File: config.mk
export PLATFORM = sky130hd
export DESIGN_NAME = multicycle_control
export DESIGN_NICKNAME = d
export VERILOG_FILES = /design/src/rtl/mc_pkg.sv /design/src/rtl/multicycle_control.sv
export SDC_FILE = /design/constraint.sdc
export NUM_CORES = 1
export LEC_CHECK = 0
export CELL_PAD_IN_SITES_DETAIL_PLACEMENT = 1
export CELL_PAD_IN_SITES_GLOBAL_PLACEMENT = 1
export CORE_ASPECT_RATIO = 0.9
export CORE_MARGIN = 4
export CORE_UTILIZATION = 50
export DETAILED_ROUTE_END_ITERATION = 8
export DONT_BUFFER_PORTS = 1
export PLACE_DENSITY_LB_ADDON = 0.1
export SKIP_CTS_REPAIR_TIMING = 1
export SLEW_MARGIN = 20
export SYNTH_ARGS = -nofsm -noshare
export SYNTH_HDL_FRONTEND = slang
export SYNTH_SLANG_ARGS = --single-unit
File: constraint.sdc
create_clock -name clk -period 4.4 [get_ports clk]
set_input_delay 0.66 -clock clk [delete_from_list [all_inputs] [get_ports clk]]
set_output_delay 0.66 -clock clk [all_outputs]
set_load 0.03 [all_outputs]
File: src/rtl/mc_pkg.sv
// Shared encodings for the multi-cycle main control FSM and the downstream ALU control decoder.
package mc_pkg;

  localparam logic [5:0] OpRtype = 6'b000000;
  localparam logic [5:0] OpLw    = 6'b100011;
  localparam logic [5:0] OpSw    = 6'b101011;
  localparam logic [5:0] OpAndi  = 6'b001100;
  localparam logic [5:0] OpBez   = 6'b000100;
  localparam logic [5:0] OpBgez  = 6'b000101;
  localparam logic [5:0] OpJm    = 6'b010010;

  typedef enum logic [3:0] {
    StFetch  = 4'd0,
    StDecode = 4'd1,
    StMaddr  = 4'd2,
    StMread  = 4'd3,
    StMwb    = 4'd4,
    StMwrite = 4'd5,
    StRexe   = 4'd6,
    StRwb    = 4'd7,
    StBranch = 4'd8,
    StAexe   = 4'd9,
    StAwb    = 4'd10,
    StJread  = 4'd11,
    StJpc    = 4'd12,
    StIll    = 4'd13
  } state_e;

  localparam logic [1:0] AluOpAdd   = 2'b00;
  localparam logic [1:0] AluOpSub   = 2'b01;
  localparam logic [1:0] AluOpRtype = 2'b10;
  localparam logic [1:0] AluOpAndi  = 2'b11;

  localparam logic [1:0] SrcBReg   = 2'b00;
  localparam logic [1:0] SrcBFour  = 2'b01;
  localparam logic [1:0] SrcBImm   = 2'b10;
  localparam logic [1:0] SrcBImmSh = 2'b11;

  localparam logic [1:0] PcSrcAlu    = 2'b00;
  localparam logic [1:0] PcSrcAluOut = 2'b01;
  localparam logic [1:0] PcSrcMdr    = 2'b10;

  typedef struct packed {
    logic       mem_req;
    logic       mem_read;
    logic       mem_write;
    logic       i_or_d;
    logic       ir_write;
    logic       pc_write;
    logic       pc_write_cond;
    logic       br_ge;
    logic [1:0] pc_source;
    logic       alu_src_a;
    logic [1:0] alu_src_b;
    logic [1:0] aluop;
    logic       reg_dst;
    logic       reg_write;
    logic       mem_to_reg;
    logic       zero_ext;
    logic       illegal_op;
  } ctrl_t;

  // States that hold a request open to the unified memory.
  function automatic logic is_mem_state(state_e s);
    return (s == StFetch) || (s == StMread) || (s == StMwrite) || (s == StJread);
  endfunction

endpackage

File: src/rtl/multicycle_control.sv
// Main control FSM of the multi-cycle datapath: fetch/decode/execute sequencing, memory
// handshake with a bounded wait, and the aluop class feeding the ALU control decoder.
module multicycle_control
  import mc_pkg::*;
#(
  parameter int unsigned WAIT_LIMIT = 255,
  parameter int unsigned CW         = 8
) (
  input  logic       clk,
  input  logic       rst_n,
  input  logic [5:0] op,
  input  logic       mem_ready,
  output logic       mem_req,
  output logic       mem_read,
  output logic       mem_write,
  output logic       i_or_d,
  output logic       ir_write,
  output logic       pc_write,
  output logic       pc_write_cond,
  output logic       br_ge,
  output logic [1:0] pc_source,
  output logic       alu_src_a,
  output logic [1:0] alu_src_b,
  output logic       aluop1,
  output logic       aluop0,
  output logic       reg_dst,
  output logic       reg_write,
  output logic       mem_to_reg,
  output logic       zero_ext,
  output logic [3:0] state,
  output logic       illegal_op,
  output logic       mem_timeout
);

  localparam logic [CW-1:0] LastWait = CW'(WAIT_LIMIT - 1);

  state_e        state_q, state_d;
  logic          run_q;
  logic [CW-1:0] cnt_q, cnt_d;
  logic          timeout_q, timeout_d;
  logic          abort;
  ctrl_t         c, c_out;

  // The WAIT_LIMIT-th idle cycle of a memory state is the last one allowed.
  assign abort = is_mem_state(state_q) && !mem_ready && (cnt_q == LastWait);

  always_comb begin
    c         = '0;
    state_d   = state_q;
    cnt_d     = cnt_q;
    timeout_d = timeout_q;
    case (state_q)
      StFetch: begin
        c.mem_req   = 1'b1;
        c.mem_read  = 1'b1;
        c.alu_src_b = SrcBFour;
        c.aluop     = AluOpAdd;
        if (mem_ready) begin
          c.ir_write = 1'b1;
          c.pc_write = 1'b1;
          state_d    = StDecode;
        end
      end
      StDecode: begin
        c.alu_src_b = SrcBImmSh;
        c.aluop     = AluOpAdd;
        case (op)
          OpLw, OpSw, OpJm: state_d = StMaddr;
          OpRtype:          state_d = StRexe;
          OpAndi:           state_d = StAexe;
          OpBez, OpBgez:    state_d = StBranch;
          default:          state_d = StIll;
        endcase
      end
      StMaddr: begin
        c.alu_src_a = 1'b1;
        c.alu_src_b = SrcBImm;
        c.aluop     = AluOpAdd;
        case (op)
          OpLw:    state_d = StMread;
          OpSw:    state_d = StMwrite;
          OpJm:    state_d = StJread;
          default: state_d = StFetch;
        endcase
      end
      StMread, StJread: begin
        c.mem_req  = 1'b1;
        c.mem_read = 1'b1;
        c.i_or_d   = 1'b1;
        if (mem_ready) state_d = (state_q == StMread) ? StMwb : StJpc;
      end
      StMwrite: begin
        c.mem_req   = 1'b1;
        c.mem_write = 1'b1;
        c.i_or_d    = 1'b1;
        if (mem_ready) state_d = StFetch;
      end
      StMwb: begin
        c.reg_write  = 1'b1;
        c.mem_to_reg = 1'b1;
        state_d      = StFetch;
      end
      StJpc: begin
        c.pc_write  = 1'b1;
        c.pc_source = PcSrcMdr;
        state_d     = StFetch;
      end
      StRexe: begin
        c.alu_src_a = 1'b1;
        c.alu_src_b = SrcBReg;
        c.aluop     = AluOpRtype;
        state_d     = StRwb;
      end
      StRwb: begin
        c.reg_write = 1'b1;
        c.reg_dst   = 1'b1;
        c.aluop     = AluOpRtype;
        state_d     = StFetch;
      end
      StAexe: begin
        c.alu_src_a = 1'b1;
        c.alu_src_b = SrcBImm;
        c.zero_ext  = 1'b1;
        c.aluop     = AluOpAndi;
        state_d     = StAwb;
      end
      StAwb: begin
        c.reg_write = 1'b1;
        c.zero_ext  = 1'b1;
        c.aluop     = AluOpAndi;
        state_d     = StFetch;
      end
      StBranch: begin
        c.alu_src_a     = 1'b1;
        c.alu_src_b     = SrcBReg;
        c.aluop         = AluOpSub;
        c.pc_write_cond = 1'b1;
        c.pc_source     = PcSrcAluOut;
        c.br_ge         = op[0];
        state_d         = StFetch;
      end
      StIll: begin
        c.illegal_op = 1'b1;
        state_d      = StFetch;
      end
      default: state_d = StFetch;
    endcase

    if (is_mem_state(state_q) && !mem_ready) begin
      if (abort) begin
        timeout_d = 1'b1;
        state_d   = StFetch;
      end else begin
        cnt_d = cnt_q + 1'b1;
      end
    end
    // A timed-out FETCH re-enters itself, so it restarts the count as well.
    if (is_mem_state(state_d) && ((state_d != state_q) || abort)) cnt_d = '0;

    if (!run_q) begin
      state_d   = state_q;
      cnt_d     = cnt_q;
      timeout_d = timeout_q;
    end
  end

  always_ff @(posedge clk or negedge rst_n) begin
    if (!rst_n) begin
      state_q   <= StFetch;
      run_q     <= 1'b0;
      cnt_q     <= '0;
      timeout_q <= 1'b0;
    end else begin
      state_q   <= state_d;
      run_q     <= 1'b1;
      cnt_q     <= cnt_d;
      timeout_q <= timeout_d;
    end
  end

  assign c_out         = run_q ? c : '0;
  assign mem_req       = c_out.mem_req;
  assign mem_read      = c_out.mem_read;
  assign mem_write     = c_out.mem_write;
  assign i_or_d        = c_out.i_or_d;
  assign ir_write      = c_out.ir_write;
  assign pc_write      = c_out.pc_write;
  assign pc_write_cond = c_out.pc_write_cond;
  assign br_ge         = c_out.br_ge;
  assign pc_source     = c_out.pc_source;
  assign alu_src_a     = c_out.alu_src_a;
  assign alu_src_b     = c_out.alu_src_b;
  assign aluop1        = c_out.aluop[1];
  assign aluop0        = c_out.aluop[0];
  assign reg_dst       = c_out.reg_dst;
  assign reg_write     = c_out.reg_write;
  assign mem_to_reg    = c_out.mem_to_reg;
  assign zero_ext      = c_out.zero_ext;
  assign illegal_op    = c_out.illegal_op;
  assign state         = run_q ? state_q : 4'd0;
  assign mem_timeout   = run_q & timeout_q;

endmodule

==> flow_summary.json, run 1 <==
{
  "grt_pass1_vias": 1529,
  "start_kind": "register",
  "yosysTopAreaCell": "dfrtp_1",
  "die_h_um": 61.4,
  "wl_per_cell_um": 18.6,
  "drtIter0Drc": 128,
  "synth_seq_cells": 14,
  "grtUsageTotal_pct": 24.0,
  "required_ns": 4.61,
  "fin_worst_skew_ns": 0.000942,
  "drive_gt1_share_pct": 10.6,
  "ioPinCount": 34,
  "numPlacedInstances": 237,
  "synth_xor_xnor_area_share_pct": 0.553,
  "via_per_inst": 6.44,
  "fin_cells": 241,
  "cts_buffer_depth": 2,
  "grt_pass1_wl_um": 7560,
  "first_pass_iters": 4,
  "finalCritPeriodShare_pct": 70.8,
  "fmaxAchievable_ghz": 0.321,
  "setup.worst_path.end_class": "register",
  "crit_type": "reg2reg",
  "yosysWarnings": 0,
  "synth_top_area_share_pct": 22.1,
  "antenna_found_initial": 0,
  "power.density_mw_per_mm2": 712,
  "finalSetupTns_ns": 0,
  "max_cap_viol_count": 0,
  "crit_start": "state_q[1]$_DFFE_PN0P_",
  "synthFlopType": "dfrtp_1",
  "port-buffer-count": 0,
  "post-route-min-period_ns": 3.11,
  "initial_core_util_pct": 52.0,
  "cts_inserted_buffers": 3,
  "crit_arrival_ns": 3.32,
  "insertion_delay_ns": 0.28,
  "crit_fanout": 28,
  "place.gp.congestion": 0.840,
  "syn_area_mm2": 0.00158,
  "cts-root-buf": "clkbuf_4",
  "h-tree-depth": 1,
  "core_mm2": 0.00304,
  "tightest_slew_ns": 0.897,
  "muxShareOfSynthArea_pct": 3.40,
  "setup_viol": 0,
  "die_w_um": 67.3,
  "via_count": 1551,
  "fillers": 398,
  "synth_nets": 216,
  "synth_cell_types": 62,
  "status": "completed",
  "syn_inst": 205,
  "holdCritPathClass": "in2async",
  "fp.dieArea_mm2": 0.00413,
  "async_flop_share_pct": 100,
  "rr_startpoint": "state_q[1]$_DFFE_PN0P_",
  "yosysMostFrequentCell": "nor2_1",
  "drt-total-wl_um": 4480,
  "clk_pin_slew_ns": 0.08,
  "synth_top_family_by_area": "simple AND/OR/NAND/NOR gates",
  "grt_max_degree": 30,
  "cts_tree": "yes",
  "fin_nets": 211,
  "hpwl_um": 3390,
  "syn-mean-instance-area_um2": 7.72,
  "timing.final.hold_violations": 0,
  "n_antenna_cell": 0,
  "ant_nets": 0,
  "grt_setup_unrepaired": "false",
  "cts_num_sinks": 14,
  "ys_top_cells_by_area": "dfrtp_1 (22%), nor2_1 (5.2%), and2_1 (4.3%), nand2_1 (4.3%), nand2b_1 (3.6%)",
  "synth-compound-area-share_pct": 27.1,
  "peakVddDrop_v": 0.000349,
  "row_count": 19,
  "grt_overflow_total": 0,
  "slew_violations": 0,
  "yosysSeqAreaShare_pct": 22.1,
  "ys_top_cells_by_count": "nor2_1 (22), nand2_1 (18), dfrtp_1 (14), and2_1 (11)",
  "slew_headroom_pct": 39.7,
  "synth_edf_count": 0,
  "leakage_nw": 0.631,
  "syn_to_final_growth_pct": 3.08,
  "yosys.area_share.simple_pct": 39.1,
  "synthAdderAreaFrac_pct": 1.58,
  "route.detailed.drc": 0
}
-- final timing paths --
path                                           to  slack, ns  depth (start not counted)
max                          cnt_q[0]$_DFFE_PN0P_       1.29                          7
min                          cnt_q[4]$_DFFE_PN0P_       0.06                          0
max reg2reg                  cnt_q[0]$_DFFE_PN0P_       1.29                          7
min reg2reg                 timeout_q$_DFFE_PN0P_       0.48                          1
max in group asynchronous  state_q[2]$_DFFE_PN0P_       4.27                          0
min in group clk            timeout_q$_DFFE_PN0P_       0.48                          1
-- stage by stage --
step / instance area (um^2) / total power, mW / setup slack, ns / utilization (%) / hold slack, ns
after detailed placement: 1600 / 1.06 / 1.36 / 52.4 / 0.365
after global placement: 1600 / 1.02 / 1.47 / 52.4 / 0.365
after CTS: 1630 / 1.16 / 1.34 / 53.6 / 0.0484
after global routing: 1630 / 1.26 / 1.01 / 53.6 / 0.0376
final: 1630 / 1.16 / 1.29 / 53.6 / 0.0587
after floorplan: 1580 / 0.909 / 1.79 / - / 0.364
-- critical path, stage by stage, from the launching register on --
cell and delay, ns:
dfrtp_1 0.87, nand2_1 0.27, or3_1 0.41, o211a_1 0.16, a21oi_1 0.30, mux2i_1 0.63
o21ai_2 0.20, o2bb2ai_1 0.19
-- state kept, by name, indices dropped and copies added, names as in the netlist --
name       count
timeout_q      1
cnt_q          8
run_q          1
state_q        4
-- layout make-up --
type | instances | area, um^2 | area share (%)
multi-input cells | 169 | 1140 | 69.9
clock buffers | 4 | 36.3 | 2.22
flip-flops and latches | 14 | 350 | 21.5
well taps | 42 | 52.6 | 3.22
repair buffers | 2 | 15.0 | 0.920
inverters | 10 | 37.5 | 2.30
-- metal layers --
metal / up-vias / track usage, % / wire, um
met1: 767 / 33.4 / 2140
met2: 34 / 38.8 / 2120
li1: 744 / - / -
met3: 6 / 4.56 / 175
met5: - / 0 / 0
met4: 0 / 5.49 / 43
-- layout by cell type (no fill, tap or decap), types with 5 or more instances in the layout --
cell       n
o21ai_0    6
dfrtp_1   14
nand3_1    5
and2_1    11
nand2b_1   9
inv_1     10
nor2_1    22
a21oi_1   10
o21ai_1    6
nand2_1   18
o221ai_1   5
-- kinds of logic after synthesis --
| group | Yosys count |
|---|---|
| mux | 5 |
| fa+ha+maj | 2 |
| other cells | 1 |
| compound gates | 56 |
| xor+xnor | 1 |
| simple gates | 104 |
| flops | 14 |
| buf+inv | 22 |
-- where the power goes --
part	internal, mW	switching, mW	total [mW]
sequential	0.161	0.117	0.279
clock	0.0504	0.0425	0.0929
combinational	0.280	0.511	0.790
Note: power is estimated with default switching activity, not from simulation.
==> run 2, diff against run 1 <==
--- a/config.mk
+++ b/config.mk
@@ -9,7 +9,7 @@
 export CELL_PAD_IN_SITES_GLOBAL_PLACEMENT = 1
 export CORE_ASPECT_RATIO = 0.9
 export CORE_MARGIN = 4
-export CORE_UTILIZATION = 50
+export CORE_UTILIZATION = 46
 export DETAILED_ROUTE_END_ITERATION = 8
 export DONT_BUFFER_PORTS = 1
 export PLACE_DENSITY_LB_ADDON = 0.1
==> constraint.sdc (replaced) <==
create_clock -name clk -period 3 [get_ports clk]
set_input_delay 0.45 -clock clk [delete_from_list [all_inputs] [get_ports clk]]
set_output_delay 0.45 -clock clk [all_outputs]
set_load 0.03 [all_outputs]
==> run 2 against run 1 <==
Compared with the run above:
- hold slack better by 0.41 ns
- largest power group unchanged
- register-to-register slack worse by 1.1 ns
- highest routed layer unchanged
- count of clock-buffer cells in the layout unchanged
- flip-flop and latch count is the same
- critical endpoint is now cnt_q[3]$_DFFE_PN0P_
- sequential share of layout area is 1.2 points lower
==> flow_summary.json, run 2 (synthesis results as in run 1) <==
{
  "ant_nets": 0,
  "drive_gt1_share_pct": 14.8,
  "antenna_found_initial": 0,
  "peakVddDrop_v": 0.000550,
  "reg2reg_depth": 7,
  "worstHoldStart": "timeout_q$_DFFE_PN0P_",
  "max_cap_viol_count": 0,
  "core_mm2": 0.00319,
  "n_antenna_cell": 0,
  "start_kind": "register",
  "tightest_slew_ns": 0.689,
  "grt_setup_unrepaired": "false",
  "insertion_delay_ns": 0.25,
  "status": "completed",
  "route.detailed.drc": 0,
  "via_per_inst": 6.46,
  "largest_reg_flops": 8,
  "port-buffer-count": 0,
  "initial_core_util_pct": 49.7,
  "cts_tree": "yes",
  "cts_num_sinks": 14,
  "fin_nets": 221,
  "drtIter0Drc": 106,
  "top_register": "cnt_q",
  "r2r-end": "cnt_q[3]$_DFFE_PN0P_",
  "via_count": 1622,
  "slew_headroom_pct": 53.9,
  "crit_type": "reg2reg",
  "post-route-min-period_ns": 2.82,
  "timing.final.hold_violations": 0,
  "hold_depth": 1,
  "cts_inserted_buffers": 3,
  "grtUsageTotal_pct": 24.1,
  "fp.dieArea_mm2": 0.00444,
  "crit_arrival_ns": 2.94,
  "power.density_mw_per_mm2": 1090,
  "hpwl_um": 4000,
  "grt_overflow_total": 0,
  "hold_end": "timeout_q$_DFFE_PN0P_",
  "setup_viol": 0,
  "layout_commonest_cell": "nor2_1",
  "multiInputGateArea_mm2": 0.00114,
  "drt-total-wl_um": 5230,
  "finalSetupTns_ns": 0,
  "finalCritPeriodShare_pct": 93.9,
  "layout_common_cells": "nor2_1 (21), nand2_1 (18), dfrtp_1 (14)",
  "setup.worst_path.end_class": "register",
  "fmaxAchievable_ghz": 0.355,
  "grt_pass1_vias": 1681,
  "rr_startpoint": "state_q[2]$_DFFE_PN0P_",
  "regArea_um2": 350,
  "cts_buffer_depth": 2,
  "grt_pass1_wl_um": 8690,
  "largest_registers": "cnt_q x8, state_q x4",
  "die_w_um": 69.8,
  "ioPinCount": 34,
  "holdCritPathClass": "reg2reg",
  "crit_fanout": 17,
  "row_count": 19,
  "leakage_nw": 0.691,
  "clk_pin_slew_ns": 0.06,
  "fillers": 420,
  "required_ns": 3.12,
  "first_pass_iters": 4,
  "rrSetupSlack_ns": 0.18,
  "final_util_pct": 54.3,
  "slew_violations": 0,
  "die_h_um": 63.7,
  "fin_total_pwr_mw": 1.89,
  "grt_max_degree": 28,
  "cts-root-buf": "clkbuf_8",
  "fin_worst_skew_ns": 0.00201,
  "h-tree-depth": 1,
  "wl_per_cell_um": 20.8,
  "syn_to_final_growth_pct": 9.33,
  "place.gp.congestion": 0.819
}
## run 2: through the flow
step                      instances  hold WS, ns  setup WS (ns)  instance area (um^2)
after floorplan                 205        0.154          0.568                  1580
after global placement          246        0.155          0.223                  1660
after detailed placement        246        0.155         0.0605                  1660
after CTS                       250       -0.119         0.0839                  1720
after global routing            251        0.501         0.0550                  1730
final                           251        0.467          0.183                  1730
## run 2: layer usage
metal  global-route usage, %  vias up  routed length, um
met4                    3.11        0                 38
met1                    32.1      808               2410
met2                    42.1       44               2600
met5                       0        -                  0
met3                    3.97        4                189
li1                        -      766                  -
## run 2: area by class of cell
type                       count  area share (%)
inverter                      10            2.17
tap                           42            3.04
sequential                    14            20.2
clock buffer                   4            3.18
timing repair buffer          12            5.35
multi-input combinational    169            66.0
## run 2: worst max-delay path: stages, from the launching register on
cell and delay [ns]:
dfrtp_1 0.61, nor2_2 0.34, o2111ai_1 0.24, o211a_1 0.22
a21oi_1 0.33, mux2_2 0.41, o31ai_4 0.40, o221ai_2 0.14
## run 2: worst max path at each step
stage                                start                    to  slack (ns)  cells after the start
floorplan           state_q[1]$_DFFE_PN0P_  cnt_q[3]$_DFFE_PN0P_        0.57                      9
global placement    state_q[2]$_DFFE_PN0P_  cnt_q[3]$_DFFE_PN0P_        0.22                      7
detailed placement  state_q[2]$_DFFE_PN0P_  cnt_q[3]$_DFFE_PN0P_        0.06                      7
CTS                 state_q[2]$_DFFE_PN0P_  cnt_q[3]$_DFFE_PN0P_        0.08                      7
global route        state_q[3]$_DFFE_PN0P_  cnt_q[3]$_DFFE_PN0P_        0.05                      7
finish              state_q[2]$_DFFE_PN0P_  cnt_q[3]$_DFFE_PN0P_        0.18                      7
## run 2: where the power goes
group	switching [mW]	total [mW]	internal (mW)	leakage, nW
Sequential	0.132	0.370	0.238	0.188
Combinational	0.858	1.34	0.478	0.474
Clock	0.0720	0.188	0.116	0.0288
Total	1.06	1.89	0.832	0.691
==> run 3, diff against run 2 <==
--- a/config.mk
+++ b/config.mk
@@ -12,6 +12,8 @@
 export CORE_UTILIZATION = 46
 export DETAILED_ROUTE_END_ITERATION = 8
 export DONT_BUFFER_PORTS = 1
+export HOLD_SLACK_MARGIN = 0.06
+export MAX_ROUTING_LAYER = met4
 export PLACE_DENSITY_LB_ADDON = 0.1
 export SKIP_CTS_REPAIR_TIMING = 1
 export SLEW_MARGIN = 20
==> run 3 against run 2 <==
Compared with the run above:
- via count increased by 0.80%
- final area unchanged
- global-route usage decreased by 0.59 points
- fmax increased by 0.19%
- hold slack improved by 0.023 ns
- clock power about the same
- die area unchanged
- first-iteration DRC count increased by 4.7%
==> flow_summary.json, run 3 (synthesis results as in run 1) <==
{
  "regArea_um2": 350,
  "initial_core_util_pct": 49.7,
  "holdCritPathClass": "reg2reg",
  "finalSetupTns_ns": 0,
  "peakVddDrop_v": 0.000577,
  "crit_arrival_ns": 2.93,
  "r2r-end": "cnt_q[3]$_DFFE_PN0P_",
  "multiInputGateArea_mm2": 0.00114,
  "post-route-min-period_ns": 2.81,
  "core_mm2": 0.00319,
  "maxUsedRoutingLayer": "met4",
  "max_cap_viol_count": 0,
  "rr_startpoint": "state_q[2]$_DFFE_PN0P_",
  "tightest_slew_ns": 0.697,
  "grtUsageTotal_pct": 23.6,
  "place.gp.congestion": 0.834,
  "wl_met2_um": 2300,
  "drive_gt1_share_pct": 14.8,
  "placed_cell_area_mm2": 0.00166,
  "drtIter0Drc": 111,
  "setup_ws_ns": 0.188,
  "wl_per_cell_um": 19.8,
  "fp.dieArea_mm2": 0.00444,
  "crit_fanout": 17,
  "hpwl_um": 3820,
  "die_h_um": 63.7,
  "ant_nets": 0,
  "grt_setup_unrepaired": "false",
  "via_count": 1635,
  "via_per_inst": 6.51,
  "antenna_found_initial": 0,
  "crit_path_max_incr_delay_ns": 0.59,
  "stdcell_area_mm2": 0.00173,
  "cts-root-buf": "clkbuf_8",
  "power.density_mw_per_mm2": 1080,
  "numPlacedInstances": 246,
  "leakage_nw": 0.691,
  "required_ns": 3.12,
  "cp_top_family": "compound AO/OA/AOI/OAI gates",
  "reg2reg_depth": 7,
  "cts_buffer_depth": 2,
  "fillers": 419,
  "crit_chain": "nor2_2 -> o2111ai_1 -> o211a_1 -> a21oi_1 -> mux2_2 -> o31ai_4 -> o221ai_2",
  "rrSetupSlack_ns": 0.19,
  "top_register": "cnt_q",
  "fin_worst_skew_ns": 0.00304,
  "slew_violations": 0,
  "grt_pass1_wl_um": 8290,
  "wl_met1_um": 2350,
  "n_antenna_cell": 0,
  "pre_cts_ws_ns": 0.134,
  "clk_pin_slew_ns": 0.06,
  "cts_tree": "yes",
  "layout_common_cells": "nor2_1 (21), nand2_1 (18), dfrtp_1 (14)",
  "cts_inserted_buffers": 3,
  "crit_type": "reg2reg",
  "largest_reg_flops": 8,
  "syn_to_final_growth_pct": 9.33,
  "slew_headroom_pct": 53.4,
  "grt_pass1_vias": 1656,
  "worstHoldStart": "timeout_q$_DFFE_PN0P_",
  "wl_met3_um": 265,
  "layout_commonest_cell": "nor2_1",
  "whs_ns": 0.490,
  "grt_overflow_total": 0,
  "fmaxAchievable_ghz": 0.356,
  "hold_end": "timeout_q$_DFFE_PN0P_",
  "grt_max_degree": 28,
  "die_w_um": 69.8,
  "row_count": 19,
  "route.detailed.drc": 0,
  "cp.buffers_inverters": 0,
  "drt-total-wl_um": 4980,
  "largest_registers": "cnt_q x8, state_q x4",
  "insertion_delay_ns": 0.25,
  "fin_cells": 251,
  "finalCritPeriodShare_pct": 93.7,
  "hold_depth": 1,
  "setup.worst_path.end_class": "register",
  "fin_nets": 221,
  "setup_viol": 0,
  "h-tree-depth": 1,
  "timing.final.hold_violations": 0,
  "ioPinCount": 34,
  "port-buffer-count": 0,
  "slowest_stage": "dfrtp_1",
  "start_kind": "register",
  "first_pass_iters": 4,
  "cts_num_sinks": 14,
  "status": "completed"
}
## run 3: report_power, final
| group | switching [mW] | internal, mW |
|---|---|---|
| combinational | 0.846 | 0.476 |
| sequential | 0.131 | 0.238 |
| clock | 0.0706 | 0.116 |
## run 3: layer usage
metal  vias to the layer above  global-route usage [%]
met5                         -                       -
li1                        764                       -
met4                         0                    5.74
met2                        51                    37.4
met1                       813                    31.2
met3                         7                    4.13
## run 3: worst reg2reg max path, stage by stage, from the launching register on
cell,delay (ns)
dfrtp_1,0.59
nor2_2,0.33
o2111ai_1,0.24
o211a_1,0.23
a21oi_1,0.32
mux2_2,0.41
o31ai_4,0.43
o221ai_2,0.14
## run 3: area by class of cell
type,instances,share of cell area (%)
inverter,10,2.17
clock buffer,4,3.18
tap,42,3.04
sequential,14,20.2
timing repair buffer,12,5.35
multi-input combinational,169,66.0
## run 3: worst max-delay path by stage
| stage | start | end | slack, ns | cells after the start |
|---|---|---|---|---|
| floorplan | state_q[1]$_DFFE_PN0P_ | cnt_q[3]$_DFFE_PN0P_ | 0.57 | 9 |
| global placement | state_q[2]$_DFFE_PN0P_ | cnt_q[3]$_DFFE_PN0P_ | 0.22 | 7 |
| detailed placement | state_q[2]$_DFFE_PN0P_ | cnt_q[3]$_DFFE_PN0P_ | 0.13 | 7 |
| CTS | state_q[2]$_DFFE_PN0P_ | cnt_q[3]$_DFFE_PN0P_ | 0.11 | 7 |
| global route | state_q[2]$_DFFE_PN0P_ | cnt_q[3]$_DFFE_PN0P_ | 0.04 | 7 |
| finish | state_q[2]$_DFFE_PN0P_ | cnt_q[3]$_DFFE_PN0P_ | 0.19 | 7 |
## run 3: metrics by stage
step / util (%) / power, mW
floorplan: - / 1.33
global placement: 52.2 / 1.60
detailed placement: 52.2 / 1.65
CTS: 53.9 / 1.85
global route: 54.3 / 2.01
finish: 54.3 / 1.88
